`src/rtl/reg_op_pkg.sv`:
```
// ---------------------------------------------------------------------------
// reg_op_pkg
//
// Shared definitions for the register-operation sequencer and its command
// FIFO.
//
// Contents:
//   reg_op_t     - one register operation as driven onto the register block
//                  {load, s[1:0], data[3:0]}, 7 bits, load in the MSB
//   IDLE_OP      - the operation value driven whenever no command is active
//   seq_state_t  - sequencer FSM states {IDLE, ISSUE, SETTLE, RESP}
//   cmd_width()  - width of one queued command for a given repeat-field width
//   cmd_op_lsb() - bit offset of the reg_op_t field inside a queued command
//
// Queued command layout (MSB -> LSB):
//   [cnt_w+6]            load
//   [cnt_w+5 : cnt_w+4]  s
//   [cnt_w+3 : cnt_w]    data
//   [cnt_w-1 : 0]        cnt (repeat count minus one)
// ---------------------------------------------------------------------------
package reg_op_pkg;

  // Width of the operation part of a command (load + s + data).
  localparam int OP_W = 7;

  // Bit offset of the repeat count inside a command; it sits at the bottom.
  localparam int CMD_CNT_LSB = 0;

  typedef struct packed {
    logic       load;
    logic [1:0] s;
    logic [3:0] data;
  } reg_op_t;

  // Value presented to the register block between operations: no load,
  // op-select 00 (hold), data zero.
  localparam reg_op_t IDLE_OP = 7'b0_00_0000;

  typedef enum logic [1:0] {
    IDLE   = 2'd0,
    ISSUE  = 2'd1,
    SETTLE = 2'd2,
    RESP   = 2'd3
  } seq_state_t;

  // Total command width: operation bits plus the repeat field.
  function automatic int cmd_width(input int cnt_w);
    return OP_W + cnt_w;
  endfunction

  // The operation field starts directly above the repeat count.
  function automatic int cmd_op_lsb(input int cnt_w);
    return CMD_CNT_LSB + cnt_w;
  endfunction

endpackage

```
`src/rtl/reg_op_cmd_fifo.sv`:
```
// ---------------------------------------------------------------------------
// reg_op_cmd_fifo
//
// Small synchronous FIFO that queues register-operation commands between the
// command port and the sequencer FSM. There is no bypass path: an entry
// written on one edge is visible at pop_data only after that edge, so a
// command entering an empty FIFO can be popped on the following edge at the
// earliest.
//
// Parameters:
//   DEPTH  - number of entries, power of two, at least 2
//   CMD_W  - width of one entry
//
// Ports:
//   clk        in   system clock, rising edge
//   reset      in   asynchronous active-low reset; flushes the FIFO
//   push       in   write push_data this edge (ignored while full)
//   push_data  in   entry to write
//   pop        in   discard the head entry this edge (ignored while empty)
//   pop_data   out  current head entry (undefined content while empty)
//   full       out  DEPTH entries stored
//   empty      out  no entries stored
// ---------------------------------------------------------------------------
module reg_op_cmd_fifo #(
  parameter int DEPTH = 4,
  parameter int CMD_W = 10
) (
  input  logic             clk,
  input  logic             reset,
  input  logic             push,
  input  logic [CMD_W-1:0] push_data,
  input  logic             pop,
  output logic [CMD_W-1:0] pop_data,
  output logic             full,
  output logic             empty
);

  localparam int PTR_W = $clog2(DEPTH);
  // One extra bit so that "full" (== DEPTH) is distinguishable from empty.
  localparam int OCC_W = PTR_W + 1;
  localparam logic [OCC_W-1:0] DEPTH_OCC = OCC_W'(DEPTH);

  logic [CMD_W-1:0] mem_q [DEPTH];

  logic [PTR_W-1:0] wr_ptr_q, wr_ptr_d;
  logic [PTR_W-1:0] rd_ptr_q, rd_ptr_d;
  logic [OCC_W-1:0] count_q,  count_d;

  logic push_ok;
  logic pop_ok;

  assign full  = (count_q == DEPTH_OCC);
  assign empty = (count_q == '0);

  // Writes into a full FIFO and reads from an empty one are dropped so the
  // stored contents can never be corrupted by a stray strobe.
  assign push_ok = push && !full;
  assign pop_ok  = pop && !empty;

  assign pop_data = mem_q[rd_ptr_q];

  // Pointers wrap modulo DEPTH on their own because DEPTH is a power of two.
  // A simultaneous push and pop leaves the occupancy unchanged.
  always_comb begin
    wr_ptr_d = wr_ptr_q;
    rd_ptr_d = rd_ptr_q;
    count_d  = count_q;
    if (push_ok) begin
      wr_ptr_d = wr_ptr_q + PTR_W'(1);
    end
    if (pop_ok) begin
      rd_ptr_d = rd_ptr_q + PTR_W'(1);
    end
    case ({push_ok, pop_ok})
      2'b10:   count_d = count_q + OCC_W'(1);
      2'b01:   count_d = count_q - OCC_W'(1);
      default: count_d = count_q;
    endcase
  end

  always_ff @(posedge clk or negedge reset) begin
    if (!reset) begin
      wr_ptr_q <= '0;
      rd_ptr_q <= '0;
      count_q  <= '0;
    end else begin
      wr_ptr_q <= wr_ptr_d;
      rd_ptr_q <= rd_ptr_d;
      count_q  <= count_d;
    end
  end

  // Storage needs no reset: the pointers alone decide what is valid.
  always_ff @(posedge clk) begin
    if (push_ok) begin
      mem_q[wr_ptr_q] <= push_data;
    end
  end

endmodule

```
`src/rtl/reg_op_sequencer.sv`:
```
// ---------------------------------------------------------------------------
// reg_op_sequencer
//
// Command-driven initiator for the 4-bit operation register interface
// (load, s[1:0], reg_in[3:0] -> reg_out[3:0]). Commands are queued over a
// valid/ready port, each one is driven onto the register block for cnt+1
// cycles, the register output is sampled after one settle cycle, and the
// sampled value is returned on a valid/ready response port. Responses come
// back strictly in command order.
//
// Parameters:
//   DEPTH  - command FIFO entries (power of two, at least 2)
//   CNT_W  - width of the repeat field; an operation is driven cnt+1 cycles
//
// Ports:
//   clk        in   system clock, rising edge
//   reset      in   asynchronous active-low reset; aborts any operation
//   cmd_valid  in   command present
//   cmd_ready  out  command accepted on cmd_valid && cmd_ready at the edge
//   cmd_load   in   load value to drive
//   cmd_s      in   op-select value to drive
//   cmd_data   in   reg_in value to drive
//   cmd_cnt    in   repeat count minus one
//   load       out  register load strobe, registered
//   s          out  register op select, registered
//   reg_in     out  register data input, registered
//   reg_out    in   register data output, sampled after the settle cycle
//   rsp_valid  out  response present
//   rsp_ready  in   response consumed on rsp_valid && rsp_ready at the edge
//   rsp_data   out  captured reg_out
//   busy       out  FSM not idle or commands still queued
// ---------------------------------------------------------------------------
module reg_op_sequencer
  import reg_op_pkg::*;
#(
  parameter int DEPTH = 4,
  parameter int CNT_W = 3
) (
  input  logic             clk,
  input  logic             reset,
  input  logic             cmd_valid,
  output logic             cmd_ready,
  input  logic             cmd_load,
  input  logic [1:0]       cmd_s,
  input  logic [3:0]       cmd_data,
  input  logic [CNT_W-1:0] cmd_cnt,
  output logic             load,
  output logic [1:0]       s,
  output logic [3:0]       reg_in,
  input  logic [3:0]       reg_out,
  output logic             rsp_valid,
  input  logic             rsp_ready,
  output logic [3:0]       rsp_data,
  output logic             busy
);

  localparam int CMD_W  = cmd_width(CNT_W);
  localparam int OP_LSB = cmd_op_lsb(CNT_W);

  // Command FIFO interface
  logic             fifo_push;
  logic             fifo_pop;
  logic [CMD_W-1:0] fifo_push_data;
  logic [CMD_W-1:0] fifo_pop_data;
  logic             fifo_full;
  logic             fifo_empty;

  // Head-of-queue command split into its fields
  reg_op_t          head_op;
  logic [CNT_W-1:0] head_cnt;

  // FSM and output registers
  seq_state_t       state_q,     state_d;
  reg_op_t          op_q,        op_d;
  logic [CNT_W-1:0] rep_q,       rep_d;
  logic             rsp_valid_q, rsp_valid_d;
  logic [3:0]       rsp_data_q,  rsp_data_d;

  // cmd_ready is forced low while reset is held so nothing is accepted into
  // a FIFO that is being flushed.
  assign cmd_ready      = reset && !fifo_full;
  assign fifo_push      = cmd_valid && cmd_ready;
  assign fifo_push_data = {cmd_load, cmd_s, cmd_data, cmd_cnt};

  reg_op_cmd_fifo #(
    .DEPTH (DEPTH),
    .CMD_W (CMD_W)
  ) u_cmd_fifo (
    .clk       (clk),
    .reset     (reset),
    .push      (fifo_push),
    .push_data (fifo_push_data),
    .pop       (fifo_pop),
    .pop_data  (fifo_pop_data),
    .full      (fifo_full),
    .empty     (fifo_empty)
  );

  assign head_op  = reg_op_t'(fifo_pop_data[CMD_W-1:OP_LSB]);
  assign head_cnt = fifo_pop_data[OP_LSB-1:CMD_CNT_LSB];

  // Operation fields go to the register block undecoded.
  assign load      = op_q.load;
  assign s         = op_q.s;
  assign reg_in    = op_q.data;
  assign rsp_valid = rsp_valid_q;
  assign rsp_data  = rsp_data_q;

  assign busy = (state_q != IDLE) || !fifo_empty;

  // Next-state logic. An operation occupies the register block for rep+1
  // ISSUE cycles: the op is loaded when leaving IDLE together with rep, and
  // the edge that sees rep==0 replaces it with the idle value. SETTLE gives
  // the register one quiet cycle so reg_out reflects the last op edge before
  // it is captured. RESP then holds the captured value until the consumer
  // takes it; the FSM does not pop the next command until it is back in
  // IDLE, which keeps responses in command order.
  always_comb begin
    state_d     = state_q;
    op_d        = op_q;
    rep_d       = rep_q;
    rsp_valid_d = rsp_valid_q;
    rsp_data_d  = rsp_data_q;
    fifo_pop    = 1'b0;

    case (state_q)
      IDLE: begin
        op_d = IDLE_OP;
        if (!fifo_empty) begin
          fifo_pop = 1'b1;
          op_d     = head_op;
          rep_d    = head_cnt;
          state_d  = ISSUE;
        end
      end

      ISSUE: begin
        if (rep_q == '0) begin
          op_d    = IDLE_OP;
          state_d = SETTLE;
        end else begin
          rep_d = rep_q - CNT_W'(1);
        end
      end

      SETTLE: begin
        rsp_data_d  = reg_out;
        rsp_valid_d = 1'b1;
        state_d     = RESP;
      end

      RESP: begin
        if (rsp_ready) begin
          rsp_valid_d = 1'b0;
          state_d     = IDLE;
        end
      end

      default: begin
        op_d        = IDLE_OP;
        rsp_valid_d = 1'b0;
        state_d     = IDLE;
      end
    endcase
  end

  // All FSM state and every registered output update together; reset puts
  // the register block back at the idle op immediately and drops any
  // pending response.
  always_ff @(posedge clk or negedge reset) begin
    if (!reset) begin
      state_q     <= IDLE;
      op_q        <= IDLE_OP;
      rep_q       <= '0;
      rsp_valid_q <= 1'b0;
      rsp_data_q  <= 4'h0;
    end else begin
      state_q     <= state_d;
      op_q        <= op_d;
      rep_q       <= rep_d;
      rsp_valid_q <= rsp_valid_d;
      rsp_data_q  <= rsp_data_d;
    end
  end

endmodule

```
`config.mk`:
```
export PLATFORM = sky130hd
export DESIGN_NAME = reg_op_sequencer
export DESIGN_NICKNAME = d
export VERILOG_FILES = /design/src/rtl/reg_op_pkg.sv /design/src/rtl/reg_op_cmd_fifo.sv /design/src/rtl/reg_op_sequencer.sv
export SDC_FILE = /design/constraint.sdc
export NUM_CORES = 1
export LEC_CHECK = 0
export CAP_MARGIN = 30
export CORE_AREA = 2 2 81 67
export CTS_BUF_LIST = sky130_fd_sc_hd__clkbuf_4
export CTS_CLUSTER_SIZE = 25
export DETAILED_ROUTE_END_ITERATION = 10
export DIE_AREA = 0 0 83 69
export PLACE_DENSITY = 0.88
export SYNTH_ARGS = -nofsm -noshare
export SYNTH_HDL_FRONTEND = slang
export SYNTH_SLANG_ARGS = --single-unit
```
`constraint.sdc`:
```
create_clock -name clk -period 2.4 [get_ports clk]
set_input_delay 0.72 -clock clk [delete_from_list [all_inputs] [get_ports clk]]
set_output_delay 0.72 -clock clk [all_outputs]
set_load 0.02 [all_outputs]
```
==> summary.md <==
| Metric | Value |
|---|---|
| # fillers | `315` |
| Multi-input gate area | `between 800 and 900 um^2` |
| P_leak | `1.33 nW` |
| Synth Area per Inst | `17.9 um^2` |
| CP Data Required Time | `approximately 1.7 ns` |
| Worst R2R Setup Slack | `~0.34 ns` |
| Synth cell types | `33` |
| Critical Path End | `cmd_ready` |
| Post-route cell area | `0.00340 mm^2` |
| Top cells by area, synth | `edfxtp_1 44%, dfrtp_1 22%, mux4_1 8.7%` |
| Max Clk Rate | `0.424 GHz` |
| ANT nets after route | `0` |
| Hold Violations, Final | `0` |
| Mapped cell area | `0.00272 mm^2` |
| GRT Util Overall | `between 10% and 20%` |
| Worst slew pin tran | `around 0.60 ns` |
| Largest area contributor in the netlist | `edfxtp_1` |
| Most frequent cells in the layout | `40 x edfxtp_1, 29 x clkdlybuf4s50_1, 24 x dfrtp_1, 12 x buf_4, 11 x ha_1` |
| Commonest non-fill, non-tap cell in the layout | `edfxtp_1` |
| Root buffer selected by CTS | `clkbuf_4` |
| H-tree depth | `3` |
| Max VDD drop | `roughly 0.70 mV` |
| Period Utilization, post-route | `98.2%` |
| Status | `finished, final reports clean` |
| Top Ports | `32` |
| Vias per cell | `5.69` |
| R2r startpoint | `state_q[0]` |
| Yosys warnings | `0` |
| Final min period | `2.36 ns` |
| CTS Buf Count | `9` |
| Clock transition at the registers of the reported paths | `0.10 ns` |
| PnR worst setup slack | `0.0426 ns` |
| HPWL Detailed | `3540 um` |
| Maximum fanout along the worst path | `2` |
| Reg area | `around 0.0018 mm^2` |
| Clock buffer depth | `2` |
| Seq/Total Area, Yosys | `66.4%` |
| CP Data Arrival Time | `about 1.6 ns` |
| Setup CP Type | `in2out` |
| Die area | `about 0.0057 mm^2` |
| Hold-fix buffers, CTS | `0` |
| Clock Latency Late Sink | `0.40 ns` |
| Ratio of cells with drive above 1 in the final layout | `22.7%` |
| Pwr dens | `1210 mW/mm^2` |
| Flops & latches, synth | `64` |
| TritonCTS clock tree | `built` |
| Drt drc | `0` |
| Nets | `between 200 and 250` |
| Vias in the first global route | `between 1500 and 2000` |
| Initial antenna violation count | `0` |
| Via count | `1553` |
| Crit path capture type | `output pin` |
| Starting Density | `between 50% and 60%` |
| Slew margin rel. | `59.7%` |
| Cells on worst reg2reg path | `7` |
| Port Buffers | `31` |
| Syn Nets | `between 150 and 200` |
| Critical R2R Capture | `u_cmd_fifo.count_q[1]` |
| WL/cell | `18.8 um` |
| Post-synth top area share | `44.2%` |
| Die Ht | `69 um` |
| Sink Count | `64` |
| Pin count of the biggest net entering global routing | `25` |
| Max_cap viols | `0` |
| Final Max Tran Viols | `0` |
| Placed cell area | `~0.0032 mm^2` |
| Die X | `83 um` |
| CP Launch Type | `input port` |
| Core Area | `0.00492 mm^2` |
| Area Growth Syn to Fin | `25.2%` |
| Final Skew | `0.0116 ns` |
| Crit path launch | `reset` |
| DRT Pass-1 Iters | `4` |
| Placer Congestion | `0.777` |
| RSZ-0062 raised after global routing | `no` |
| Num rows | `23` |
| First-pass GRT wire length | `8180 um` |
| Final setup violation count | `0` |
| Diode count | `0` |
| Drt total wl | `just over 5000 um` |
| Post-synthesis cell count | `approximately 150` |
| Initial DRC Count | `80` |
| Worst slack, placed | `-0.309 ns` |
| Min-Delay Path Class | `reg2reg` |
| Grt ovf | `0` |
## power by group
group,internal [mW],total (mW),switching (mW)
clock network,0.316,0.712,0.395
logic,0.921,1.69,0.770
registers,1.46,1.72,0.263
total,2.69,4.12,1.43
## worst min path at each step
stage | cells past startpoint | start | slack, ns | to
2_1_floorplan | 0 | reset | 0.42 | load
3_3_place_gp | 1 | rep_q[0] | 0.47 | rep_q[0]
3_5_place_dp | 1 | rep_q[0] | 0.49 | rep_q[0]
4_1_cts | 1 | rep_q[0] | 0.51 | rep_q[0]
5_1_grt | 1 | rep_q[0] | 0.54 | rep_q[0]
6_report | 1 | rep_q[0] | 0.51 | rep_q[0]
## kinds of logic after synthesis
kind of cell    count (synthesis)  synth area share, %
mux                            18                 12.8
xor+xnor                        6                 1.94
simple gates                   18                 4.61
fa+ha+maj                      13                 6.27
buf+inv                        16                 2.49
compound gates                 17                 5.53
flops                          64                 66.4
## synth_stat cells, drive strengths merged
library cell	instances
nand2b	1
and4	1
mux2i	1
a211o	1
inv	12
o311a	1
nor2	5
xor2	1
ha	12
buf	2
fa	1
edfxtp	40
and2	5
clkbuf	2
mux4	10
mux2	7
o211ai	1
a21boi	1
o2bb2ai	1
dfrtp	24
a22o	7
xnor2	5
and4b	2
a21oi	1
a221oi	1
a221o	2
nand2	2
nor4b	2
o31a	1
## registers in the layout, indices dropped and copies added, names as in the netlist
register,count
u_cmd_fifo.rd_ptr_q,2
load,1
rsp_data,4
state_q,2
u_cmd_fifo.wr_ptr_q,2
rep_q,3
u_cmd_fifo.count_q,3
rsp_valid,1
reg_in,4
s,2
u_cmd_fifo.mem_q,40
## layout make-up
class / instances / area share, %
well taps: 62 / 2.28
clock inverters: 7 / 2.10
repair buffers: 47 / 14.0
inverters: 12 / 1.33
multi-input cells: 72 / 25.3
flip-flops and latches: 64 / 53.0
clock buffers: 9 / 1.99
## repair_timing
action,in CTS,in global routing
buffers inserted,3,4
resized for setup,10,2
pin swaps,0,0
gates cloned,0,0
setup endpoints to repair,2,1
## critical path, cell delays in order
cell and delay (ns):
clkdlybuf4s50_1 0.47, a21boi_0 0.17, clkdlybuf4s15_2 0.28
## through the flow
step           util (%)  hold WS [ns]  instances  power [mW]  TNS [ns]
3_5_place_dp       65.0         0.489        250        3.33    -0.708
4_1_cts            68.2         0.512        269        4.09         0
2_1_floorplan         -         0.424        152        2.73         0
3_3_place_gp       65.0         0.473        250        3.17    -0.538
5_1_grt            69.1         0.539        273        4.35         0
6_report           69.1         0.513        273        4.12         0
## layer usage
metal	up-vias	GRT usage (%)	routed length, um
met5	-	0	0
met2	40	33.2	2810
met4	0	8.74	99
met1	799	21.3	2010
met3	11	7.31	213
li1	703	-	-
No activity file was read; power rests on OpenSTA's default activity.
